==> config.mk <==
export PLATFORM = sky130hd
export DESIGN_NAME = display_scan_ctrl
export DESIGN_NICKNAME = d
export VERILOG_FILES = /design/src/rtl/display_scan_ctrl.sv
export SDC_FILE = /design/constraint.sdc
export NUM_CORES = 1
export LEC_CHECK = 0
export CAP_MARGIN = 20
export CORE_UTILIZATION = 30
export DETAILED_ROUTE_END_ITERATION = 8
export SLEW_MARGIN = 20
export SYNTH_ARGS = -nofsm -noshare
export SYNTH_HDL_FRONTEND = slang
export SYNTH_SLANG_ARGS = --single-unit
==> constraint.sdc <==
create_clock -name clk -period 2.6 [get_ports clk]
set_input_delay 0.52 -clock clk [delete_from_list [all_inputs] [get_ports clk]]
set_output_delay 0.52 -clock clk [all_outputs]
set_load 0.01 [all_outputs]
==> src/rtl/display_scan_ctrl.sv <==
// Multiplexed 4-digit display scanner: one digit lit per slot with an all-off
// gap between slots, double-buffered value committed only at scan wrap.
module display_scan_ctrl #(
    parameter int CLK_DIV    = 50000,
    parameter int GAP_CYCLES = 16
) (
    input  logic        clk,
    input  logic        rst_n,
    input  logic        load_valid,
    input  logic [15:0] load_value,
    output logic        load_ready,
    input  logic        lzb_en,
    input  logic        blank_all,
    output logic [3:0]  nibble,
    output logic [3:0]  an_n,
    output logic [1:0]  digit_idx
);

    localparam int MAX_CNT = (CLK_DIV > GAP_CYCLES) ? CLK_DIV : GAP_CYCLES;
    localparam int TW      = (MAX_CNT > 1) ? $clog2(MAX_CNT) : 1;
    localparam logic [TW-1:0] SHOW_LAST = TW'(CLK_DIV - 1);
    localparam logic [TW-1:0] GAP_LAST  = TW'(GAP_CYCLES - 1);

    localparam logic [1:0] ST_OFF  = 2'd0;
    localparam logic [1:0] ST_SHOW = 2'd1;
    localparam logic [1:0] ST_GAP  = 2'd2;

    logic [1:0]    r_state;
    logic [TW-1:0] r_timer;
    logic [1:0]    r_digit_idx;
    logic [15:0]   r_disp;
    logic [15:0]   r_pend;
    logic          r_pend_full;

    logic          w_accept;
    logic          w_commit;
    logic          w_blank;
    logic [3:0]    w_upper_zero;
    logic [3:0]    w_nib [4];
    logic [3:0]    w_onehot_n [4];

    // Per-slot digit value, one-hot-low anode pattern and "this digit and all
    // more-significant digits are zero" flag used by leading-zero blanking.
    generate
        for (genvar gi = 0; gi < 4; gi++) begin : g_slot
            assign w_nib[gi]        = r_disp[4*gi +: 4];
            assign w_onehot_n[gi]   = ~(4'b0001 << gi);
            assign w_upper_zero[gi] = (r_disp[15:4*gi] == '0);
        end
    endgenerate

    assign w_accept = load_valid & ~r_pend_full;
    assign w_commit = r_pend_full &
                      ((r_state == ST_OFF) ||
                       ((r_state == ST_GAP) && (r_timer == GAP_LAST) && (r_digit_idx == 2'd3)));

    always_ff @(posedge clk or negedge rst_n) begin
        if (!rst_n) begin
            r_state     <= ST_OFF;
            r_timer     <= '0;
            r_digit_idx <= 2'd0;
            r_disp      <= 16'h0000;
            r_pend      <= 16'h0000;
            r_pend_full <= 1'b0;
        end else begin
            case (r_state)
                ST_OFF: begin
                    if (r_pend_full) begin
                        r_state     <= ST_SHOW;
                        r_timer     <= '0;
                        r_digit_idx <= 2'd0;
                    end
                end
                ST_SHOW: begin
                    if (r_timer == SHOW_LAST) begin
                        r_state <= ST_GAP;
                        r_timer <= '0;
                    end else begin
                        r_timer <= r_timer + 1'b1;
                    end
                end
                ST_GAP: begin
                    if (r_timer == GAP_LAST) begin
                        r_state     <= ST_SHOW;
                        r_timer     <= '0;
                        r_digit_idx <= r_digit_idx + 2'd1;
                    end else begin
                        r_timer <= r_timer + 1'b1;
                    end
                end
                default: begin
                    r_state <= ST_OFF;
                    r_timer <= '0;
                end
            endcase

            if (w_commit) begin
                r_disp <= r_pend;
            end

            // Accept and commit are mutually exclusive: accept needs an empty buffer.
            if (w_accept) begin
                r_pend      <= load_value;
                r_pend_full <= 1'b1;
            end else if (w_commit) begin
                r_pend_full <= 1'b0;
            end
        end
    end

    assign w_blank = blank_all |
                     (lzb_en & (r_digit_idx != 2'd0) & w_upper_zero[r_digit_idx]);

    assign load_ready = ~r_pend_full;
    assign digit_idx  = r_digit_idx;
    assign nibble     = (r_state == ST_OFF) ? 4'h0 : w_nib[r_digit_idx];
    assign an_n       = ((r_state == ST_SHOW) && !w_blank) ? w_onehot_n[r_digit_idx] : 4'hF;

endmodule

==> impl_metrics.tcl <==
set metrics [dict create \
    status "finished clean" \
    gr-usage-all-layers_pct 13.4 \
    grt_max_degree 28 \
    cts_buffers 5 \
    cp_max_fo 8 \
    die_area_mm2 0.0105 \
    yosys_warnings 0 \
    place_hpwl_um 4690 \
    cts-root-buf "clkbuf_8" \
    rows 36 \
    use_met2_pct 19.3 \
    period_minus_slack_ns 2.51 \
    synth-async-reset-ratio_pct 100 \
    vias_per_cell 5.01 \
    num-fill-cells 977 \
    crit_arrival_ns 1.99 \
    cts_sinks 53 \
    finalCritPeriodShare_pct 96.7 \
    ir_worst_vdd_mv 0.359 \
    hold_viol 0 \
    yosysSeqAreaShare_pct 44.0 \
    yosys.area.top_type_share_pct 44.0 \
    gp_congestion 0.783 \
    ff2ff_path_depth 5 \
    grt_pass1_wl_um 11100 \
    ctsLongestPathBuffers 2 \
    drive_gt1_share_pct 17.1 \
    hold_path.class "in2async" \
    powerDensity_mw_per_mm2 873 \
    leakagePower_uw 0.00141 \
    avgSynthCellArea_um2 10.0 \
    wl_um 6670 \
    ios 32 \
    insertion_delay_ns 0.30 \
    firstDrtPassIters 4 \
    reg2reg_to "r_timer[1]" \
    finClkSkew_ns 0.00367 \
    synth_edf_count 0 \
    ys.flop_type "dfrtp_1" \
    synth_cells 301 \
    die_y_um 102 \
    maxSlewHeadroom_pct 58.4 \
    first_iter_violations 132 \
    ys_seq_elements 53 \
    cts.clk_slew.worst_paths_ns 0.09 \
    cap_violations 0 \
    top_usage_layer "met1" \
    n_antenna_cell 0 \
    cts_tree "done" \
    grt_overflow 0 \
    synth_nets 333 \
    grt_util_met3_pct 1.92 \
    drc 0 \
    coreArea_mm2 0.00977 \
    die_w_um 102 \
    fin_util_pct 37.5 \
    start_kind "flop" \
    htree_num_levels 2 \
    use_met1_pct 20.1 \
    synth.distinct_cells 46 \
    reg2reg_from "r_timer[0]" \
    antenna_found_initial 0 \
    clock.fmax_mhz 398 \
    setup_violations 0 \
    critical_path_required_ns 2.08 \
    portBuffers 31 \
    end_kind "output pin" \
    rsz0062_at_grt "no" \
    nNetsFinal 370 \
    vias 2364 \
    tns_ns 0 \
    synth_area_leader_cell "dfrtp_1" \
    synthesis.area_mm2 0.00302 \
    post_drt_wl_per_cell_um 14.1 \
    rrSetupSlack_ns 0.32 \
    ant_nets 0 \
    drv_slew 0 \
    tightest_slew_ns 0.624 \
    initial_core_util_pct 30.9 \
    area_growth_pct 21.4 \
    ys_top_cells_by_area "dfrtp_1 44%, mux2_2 6.0%, nand2_1 5.6%, nor2b_1 4.8%, ha_1 4.6%" \
    grt_pass1_vias 2214 \
    worst-setup-path-type "reg2out" \
]
==> layer usage <==
metal / share of wire, % / up-vias / wire [um]
met3: 3.3 / 9 / 222
met1: 51 / 1142 / 3410
met2: 44 / 50 / 2920
met5: 0 / - / 0
met4: 1.7 / 0 / 115
li1: - / 1163 / -
==> Yosys cell counts (7+ instances only) <==
| master | count |
|---|---|
| a21oi_1 | 8 |
| clkbuf_1 | 12 |
| dfrtp_1 | 53 |
| ha_1 | 11 |
| inv_1 | 7 |
| mux2_2 | 16 |
| nand2_1 | 45 |
| nand3_1 | 8 |
| nor2b_1 | 23 |
| o211ai_1 | 16 |
| o21ai_0 | 25 |
==> timing repair <==
action,4_1_cts,5_1_grt
endpoints found under the setup margin,4,6
hold buffers,0,0
pin swaps,3,1
gates resized for setup,8,6
setup buffers,5,2
==> power breakdown <==
group	switching [uW]	internal, uW
registers	280	1110
logic	681	673
clock network	267	186
==> through the flow <==
step / area, um2 / instances / power [uW] / hold slack, ns / setup WS (ns)
floorplan: 3020 / 301 / 2250 / 0.224 / 0.414
global placement: 3500 / 457 / 2650 / 0.493 / 0.122
detailed placement: 3500 / 457 / 2680 / 0.499 / 0.0957
CTS: 3630 / 470 / 3200 / 0.231 / 0.000344
global route: 3660 / 472 / 3450 / 0.253 / 0.00754
finish: 3660 / 472 / 3200 / 0.219 / 0.0857
==> final cells by class <==
class                      instances  area (um2)  share of cell area, %
clock inverter                     3        17.5                  0.478
clock buffer                       5        68.8                   1.88
tap                              133         166                   4.54
inverter                           8        30.0                  0.820
timing repair buffer              48         443                   12.1
sequential                        53        1330                   36.2
multi-input combinational        222        1610                   44.0
==> cell families after synthesis <==
kind of cell / Yosys count / share of synthesized area (%)
compound gates: 70 / 16.0
buf+inv: 26 / 3.65
simple gates: 113 / 20.4
xor+xnor: 6 / 1.74
mux: 22 / 9.62
fa+ha+maj: 11 / 4.56
flops: 53 / 44.0
==> sequential cells by signal, summed over array words and instances (netlist names) <==
| register | count |
|---|---|
| r_state | 2 |
| r_pend_full | 1 |
| digit_idx | 2 |
| r_timer | 16 |
| r_disp | 16 |
| r_pend | 16 |
==> placed cells by master (no fill, tap or decap), drive strengths merged, types with 4 or more instances in the layout <==
master,count
buf,18
a22oi,8
nor2b,23
clkbuf,6
o21ai,25
mux4,4
o211ai,16
inv,7
or3,4
o31ai,4
mux2,16
nand3,8
ha,11
nand4,6
nor4,7
dfrtp,53
clkdlybuf4s50,25
nand2,45
or4,4
a21oi,8
==> worst max-delay path, stage by stage (launching register included) <==
cell and delay (ns):
dfrtp_1 0.41, buf_6 0.17, mux4_2 0.49, nor2b_1 0.14, clkdlybuf4s50_1 0.49
==> worst max-delay path by stage <==
stage | depth (start not counted) | from | to
6_report | 4 | digit_idx[0] | nibble[3]
5_1_grt | 4 | digit_idx[0] | nibble[3]
4_1_cts | 4 | digit_idx[0] | nibble[2]
3_5_place_dp | 5 | lzb_en | an_n[0]
3_3_place_gp | 5 | lzb_en | an_n[2]
2_1_floorplan | 6 | digit_idx[0] | an_n[0]
Note: power is estimated with default switching activity, not from simulation.
